$ cat config.mk
export PLATFORM = sky130hd
export DESIGN_NAME = hazard_detect_id
export DESIGN_NICKNAME = d
export VERILOG_FILES = /design/src/rtl/hazard_detect_id.sv
export SDC_FILE = /design/constraint.sdc
export NUM_CORES = 1
export LEC_CHECK = 0
export BUFFER_PORTS_ARGS = -buffer_cell sky130_fd_sc_hd__buf_2
export CORE_ASPECT_RATIO = 0.75
export CORE_MARGIN = 2
export CORE_UTILIZATION = 35
export CTS_BUF_LIST = sky130_fd_sc_hd__clkbuf_4 sky130_fd_sc_hd__clkbuf_8
export DETAILED_ROUTE_END_ITERATION = 8
export RECOVER_POWER = 25
export SLEW_MARGIN = 10
export SYNTH_ARGS = -nofsm -noshare
export SYNTH_HDL_FRONTEND = slang
export SYNTH_SLANG_ARGS = --single-unit
$ cat constraint.sdc
create_clock -name clk -period 2.6 [get_ports clk]
set_clock_uncertainty 0.05 [all_clocks]
set_input_delay 0.39 -clock clk [delete_from_list [all_inputs] [get_ports clk]]
set_output_delay 0.39 -clock clk [all_outputs]
set_load 0.02 [all_outputs]
$ cat src/rtl/hazard_detect_id.sv
// ID-stage load-use / branch-operand hazard detector. It works out how many bubbles
// the ID instruction needs, sequences multi-cycle stalls and counts stall cycles.
module hazard_detect_id #(
    parameter int REG_FILE_ADDR_LEN = 5,
    parameter int STALL_CNT_LEN     = 16
) (
    input  logic                         clk,
    input  logic                         rst,
    input  logic [REG_FILE_ADDR_LEN-1:0] ID_Rs,
    input  logic [REG_FILE_ADDR_LEN-1:0] ID_Rt,
    input  logic                         ID_two_src,
    input  logic                         ID_is_branch,
    input  logic [REG_FILE_ADDR_LEN-1:0] EXE_Dest,
    input  logic [REG_FILE_ADDR_LEN-1:0] MEM_Dest,
    input  logic                         EXE_WB_EN,
    input  logic                         MEM_WB_EN,
    input  logic                         EXE_MEM_R_EN,
    input  logic                         MEM_MEM_R_EN,
    input  logic                         fwd_EN,
    input  logic                         branch_taken,
    input  logic                         mem_stall,
    output logic                         hazard_detected,
    output logic                         ID_EXE_bubble,
    output logic                         IF_ID_flush,
    output logic [STALL_CNT_LEN-1:0]     stall_cycles
);
    typedef enum logic {IDLE = 1'b0, STALL = 1'b1} state_t;

    state_t     state, state_nxt;
    logic [1:0] rem, rem_nxt;
    logic [1:0] need_n;
    logic       exe_match, mem_match, stall_req;

    // WB-stage producers are never checked: the register file writes before it reads.
    assign exe_match = EXE_WB_EN && (EXE_Dest != '0) &&
                       ((EXE_Dest == ID_Rs) || (ID_two_src && (EXE_Dest == ID_Rt)));
    assign mem_match = MEM_WB_EN && (MEM_Dest != '0) &&
                       ((MEM_Dest == ID_Rs) || (ID_two_src && (MEM_Dest == ID_Rt)));

    always_comb begin
        need_n = 2'd0;
        if (fwd_EN) begin
            if (exe_match && EXE_MEM_R_EN)
                need_n = ID_is_branch ? 2'd2 : 2'd1;
            else if ((exe_match && ID_is_branch) || (mem_match && MEM_MEM_R_EN && ID_is_branch))
                need_n = 2'd1;
        end else begin
            if (exe_match)
                need_n = 2'd2;
            else if (mem_match)
                need_n = 2'd1;
        end
    end

    always_ff @(posedge clk) begin
        if (rst) begin
            state <= IDLE;
            rem   <= 2'd0;
        end else begin
            state <= state_nxt;
            rem   <= rem_nxt;
        end
    end

    always_comb begin
        state_nxt = state;
        rem_nxt   = rem;
        if (branch_taken) begin
            state_nxt = IDLE;
            rem_nxt   = 2'd0;
        end else if (!mem_stall) begin
            case (state)
                IDLE: if (need_n == 2'd2) begin
                    state_nxt = STALL;
                    rem_nxt   = 2'd1;
                end
                STALL: begin
                    rem_nxt = rem - 2'd1;
                    if (rem <= 2'd1) begin
                        state_nxt = IDLE;
                        rem_nxt   = 2'd0;
                    end
                end
                default: begin
                    state_nxt = IDLE;
                    rem_nxt   = 2'd0;
                end
            endcase
        end
    end

    assign stall_req = ((state == IDLE) && (need_n != 2'd0)) || (state == STALL);

    always_comb begin
        hazard_detected = 1'b0;
        ID_EXE_bubble   = 1'b0;
        IF_ID_flush     = 1'b0;
        if (!rst) begin
            hazard_detected = stall_req && !branch_taken;
            ID_EXE_bubble   = stall_req || branch_taken;
            IF_ID_flush     = branch_taken;
        end
    end

    always_ff @(posedge clk) begin
        if (rst)
            stall_cycles <= '0;
        else if (hazard_detected && !mem_stall && (stall_cycles != '1))
            stall_cycles <= stall_cycles + 1'b1;
    end
endmodule

======== Word-level counts from Yosys, hierarchy flattened ========
Cells that the tools add are included.
word-level totals
  input bits .............................. 31
  RAM bits ................................ 0
  bits in latches ......................... 0
  ROM bits ................................ 0
  logic and storage cells ................. 56
  register bits ........................... 19
  output and inout port bits .............. 19
  memories kept ........................... 0
cells by class
  add/subtract/negate cells ............... 2
  bitwise operators ....................... 2
  reduce and logical (&&, ||, !) cells .... 26
  mux-type cells .......................... 15
  divide/modulo/power cells ............... 0
  shifts and indexed selects .............. 0
  multiply operators ...................... 0
  order comparisons ....................... 1
  equal/unequal tests ..................... 7
operator list
  kind                     count
  $eq A5 B5 Y1             4
  $add A16 B1 Y16 const B  1
  $ne A16 B16 Y1 const B   1
  $logic_and A1 B1 Y1      14
  $mux W2                  6
  $reduce_bool A5 Y1       2
  $mux W1                  7
  $logic_or A1 B1 Y1       5
  $pmux W2 S2              1
  $eq A2 B2 Y1 const B     1
  $le A2 B1 Y1 const B     1
  $logic_not A1 Y1         2
  $ne A2 B2 Y1 const B     1
  $not A1 Y1               2
  $pmux W1 S2              1
  $reduce_and A2 Y1        1
  $reduce_bool A2 Y1       1
  $reduce_or A2 Y1         1
  $sub A2 B1 Y2 const B    1

======== Logic depth before layout (Yosys ltp) ========
  depth in word-level cells ............... 17
  depth in mapped cells ................... 8
  mapped depth without buffers ............ 6

======== Worst setup path after synthesis ========
OpenSTA, ideal clock, no wires.
  path type ............................... input -> output
  from .................................... in ID_Rt[2]
  to ...................................... out hazard_detected
  arrival time ............................ 2.053 ns
  data required time ...................... 2.160 ns
  path slack .............................. 0.107 ns
  path buffers ............................ 2
  stages .................................. 7
  cells stage by stage .................... xor2_1 nor4_2 a32oi_1 o221a_4 buf_6 buf_2 nor3_1
on the way
  longest elaborated chain between the ends .. 15
  elaborated cells on any way between the ends .. 23
  those cells by class .................... 2 x eq/ne; 6 x mux; 15 x reduce/logical
RTL lines
  item                              RTL line  source
  start: declaration                10        input logic [REG_FILE_ADDR_LEN-1:0] ID_Rt,
  $eq A5 B5 Y1                      38        ((MEM_Dest == ID_Rs) || (ID_two_src && (MEM_Dest == ID_Rt)));
  $logic_and A1 B1 Y1               38
  $logic_or A1 B1 Y1                38
  $logic_and A1 B1 Y1               37        assign mem_match = MEM_WB_EN && (MEM_Dest != '0) &&
  $logic_and A1 B1 Y1 (2 in a row)  45        else if ((exe_match && ID_is_branch) || (mem_match && MEM_MEM_R_EN && ID_is_branch))
  $logic_or A1 B1 Y1                45
  $mux W1                           45
  $mux W2                           43        if (exe_match && EXE_MEM_R_EN)
  $mux W2 *                         42        if (fwd_EN) begin
  $reduce_bool A2 Y1 *              92        assign stall_req = ((state == IDLE) && (need_n != 2'd0)) || (state == STALL);
  $logic_and A1 B1 Y1 *             92
  $logic_or A1 B1 Y1 *              92
  $logic_and A1 B1 Y1 *             99        hazard_detected = stall_req && !branch_taken;
  $mux W1 *                         98        if (!rst) begin
  end: declaration                  22        output logic hazard_detected,
Mark *: on every way between the ends. The rest lies on a longest branch, timed or not.

======== Final worst setup path ========
  from .................................... in EXE_Dest[1]
  to ...................................... out ID_EXE_bubble
on the way
  longest elaborated chain between the ends .. 14
  elaborated cells on any way between the ends .. 19
  those cells by class .................... 2 x eq/ne; 5 x mux; 12 x reduce/logical
RTL lines
  item                   RTL line  source
  start: declaration     13        input logic [REG_FILE_ADDR_LEN-1:0] EXE_Dest,
  $eq A5 B5 Y1           36        ((EXE_Dest == ID_Rs) || (ID_two_src && (EXE_Dest == ID_Rt)));
  $logic_and A1 B1 Y1    36
  $logic_or A1 B1 Y1     36
  $logic_and A1 B1 Y1 *  35        assign exe_match = EXE_WB_EN && (EXE_Dest != '0) &&
  $logic_and A1 B1 Y1    45
  $logic_or A1 B1 Y1     45
  $mux W1                45
  $mux W2                43
  $mux W2 *              42
  $reduce_bool A2 Y1 *   92
  $logic_and A1 B1 Y1 *  92
  $logic_or A1 B1 Y1 *   92
  $logic_or A1 B1 Y1 *   100       ID_EXE_bubble = stall_req || branch_taken;
  $mux W1 *              98
  end: declaration       23        output logic ID_EXE_bubble,
Marked as above.

==> flow_metrics.py <==
metrics = {
    "floorplanning": {
        "num_rows": 18,
        "die_h_um": 56.4,
        "core_um2": 3400,
        "ioPinCount": 50,
        "fp.dieW_um": 73.9,
        "dieArea_um2": 4170,
        "start_util_pct": 37.7,
    },
    "finish": {
        "n_fill_cell": 357,
        "final_layout_size_suffix_gt1_share_pct": 23.9,
        "fin_cells": 259,
        "final-seq-area_um2": 380,
        "final_util_pct": 48.0,
        "nets": 242,
        "multi_input_comb_area_um2": 870,
        "area_delta_synth_final_pct": 27.4,
        "antenna_cells": 0,
    },
    "setup_path": {
        "end_kind": "output port",
        "crit_required_ps": 2160,
        "arrival_ps": 2070,
        "cp_max_fo": 25,
        "reg2regPathDepth": 6,
        "start_kind": "input pin",
        "crit_type": "input pin to output port",
    },
    "sta": {
        "slew_headroom_pct": 47.8,
        "worstMarginPinSlew_ps": 781,
        "setup_viol": 0,
        "period_share_pct": 96.5,
        "hold_viol": 0,
        "whs_ps": 301,
        "fin_tns_setup_ps": 0,
        "slew_viol_final": 0,
        "fmax_ghz": 0.399,
        "period_minus_slack_ps": 2510,
        "rsz0062_at_grt": "no",
    },
    "global_routing": {
        "grt_antenna_before_repair": 0,
        "grt_pass1_wl_mm": 5.62,
        "grt_max_degree": 26,
        "grtUsageTotal_pct": 16.8,
        "grt-ovfl-total": 0,
        "grt_pass1_vias": 1334,
    },
    "clocking": {
        "cts_tree": "built",
        "numCtsBuffers": 3,
        "cts-root-buf": "clkbuf_8",
        "postCtsSetupBuffers": 0,
        "clock-sinks": 19,
        "worst_skew_pair.late_latency_ps": 250,
        "htreeDepth": 1,
        "cts.clk_slew.worst_paths_ps": 70,
        "clk_path_buf_depth": 2,
    },
    "min_path": {
        "worstHoldPathCells": 2,
        "min_path_type": "input pin to flop",
    },
    "placed_design": {
        "gp_congestion": 0.933,
        "dp.cells": 255,
        "hpwlAfterDp_mm": 2.75,
        "numPortBuffers": 49,
    },
    "synthesis": {
        "syn-num-nets": 190,
        "yosys_warnings": 0,
        "syn_inst": 158,
        "ys_types": 33,
        "yosysSeqAreaShare_pct": 29.7,
        "synth-seq-cells": 19,
        "synth.avg_cell_area_um2": 8.11,
        "synth_area_um2": 1280,
    },
    "status": {
        "status": "finished, final reports clean",
    },
    "drt": {
        "firstDrtPassIters": 4,
        "drc": 0,
        "post_drt_wl_per_cell_um": 13.2,
        "drtAntennaViolNets": 0,
        "drt-vias-per-instance": 5.37,
        "initialDrtViolationCount": 45,
        "totalWireLength_mm": 3.41,
        "num_vias": 1390,
    },
    "power_and_ir_drop": {
        "power.total_w": 0.000608,
        "leakage_nw": 0.630,
        "p_per_area_nw_per_um2": 372,
        "ir_drop_mv": 0.189,
    },
    "job": {
        "cap_violations": 0,
    },
}
-- cell families after synthesis --
family	share of synthesized area, %
AND/OR/NAND/NOR	26.8
buffers and inverters	3.32
adder cells (fa/ha/maj)	0.976
AO/OA/AOI/OAI	22.5
XOR/XNOR	13.7
flip-flops	29.7
multiplexers	3.13
-- placed cells by master (no fill, tap or decap), types with 3 or more instances in the layout --
master / count
buf_2: 40
dfxtp_1: 19
xor2_1: 18
nand2_1: 17
a21oi_1: 14
or4_1: 12
nor2_1: 10
nand3_1: 9
clkbuf_1: 9
o31ai_1: 8
nor3_1: 7
o21ai_0: 5
inv_1: 4
nand4_1: 4
mux2i_1: 4
clkbuf_8: 3
buf_4: 3
-- synthesized netlist by cell type --
library cell,n,area share (%)
dfxtp_1,19,30
xor2_1,18,12
nand2_1,17,5.0
a21oi_1,14,5.5
or4_1,12,7.0
nor2_1,10,2.9
nand3_1,9,3.5
o31ai_1,8,4.7
nor3_1,7,2.7
o21ai_0,5,2.0
inv_1,4,1.2
mux2i_1,4,3.1
nand4_1,4,2.0
clkbuf_1,3,0.88
a21o_1,2,1.2
a32oi_1,2,1.4
nor4_1,2,0.98
or3_1,2,0.98
xnor2_1,2,1.4
a2111oi_0,1,0.68
a211oi_1,1,0.59
and4_1,1,0.68
buf_2,1,0.39
buf_6,1,0.88
ha_1,1,0.98
nor4_2,1,0.98
o2111a_1,1,0.88
o211ai_1,1,0.59
o221a_4,1,1.6
o221ai_1,1,0.68
o311ai_0,1,0.68
o41a_1,1,0.88
o41ai_2,1,1.3
-- where the power goes --
group	internal [W]	switching, W	total (W)
sequential	0.000291	0.000000309	0.000291
combinational	0.0000439	0.0000606	0.000105
clock	0.000119	0.0000928	0.000212
total	0.000454	0.000154	0.000608
-- through the flow --
| step | instance area (µm²) | worst slack [ps] |
|---|---|---|
| 2_1_floorplan | 1280 | 107 |
| 3_3_place_gp | 1580 | 128 |
| 3_5_place_dp | 1580 | 92.9 |
| 4_1_cts | 1630 | 78.1 |
| 5_1_grt | 1630 | 4.22 |
| 6_report | 1630 | 92.2 |
-- sequential cells by signal, indices dropped and copies added (netlist names) --
register	cells
state	1
stall_cycles	16
rem	2
-- final cells by class --
type | instances | area share [%]
Inverter | 4 | 0.920
Sequential cell | 19 | 23.3
Clock buffer | 4 | 2.99
Multi-Input combinational cell | 130 | 53.3
Timing Repair Buffer | 52 | 15.7
Tap cell | 50 | 3.83
-- critical path, stage by stage --
cell and delay [ps]:
buf_2 120, or4_1 540, o21ai_0 250, a21o_1 150, o221a_4 340, a21oi_1 100, buf_2 160
-- repair_timing --
| item | CTS | global route |
|---|---|---|
| gates resized for setup | 0 | 1 |
| endpoints found under the hold margin | 0 | 0 |
| hold buffers | 0 | 0 |
| endpoints found under the setup margin | 0 | 3 |
-- worst paths after layout --
kind / from / to / slack [ps]
worst max-delay path: EXE_Dest[1] / ID_EXE_bubble / 90
worst min-delay path: branch_taken / rem[0] / 300
worst max register to register: stall_cycles[8] / stall_cycles[8] / 470
worst min register to register: rem[1] / rem[1] / 450
-- routing by layer --
metal / vias up / wire length [µm] / GRT usage (%)
met2: 38 / 1570 / 27.9
met5: - / 0 / 0
li1: 711 / - / -
met4: 0 / 0 / 1.82
met1: 641 / 1630 / 22.5
met3: 0 / 207 / 4.31
(Power assumes the default switching activity.)
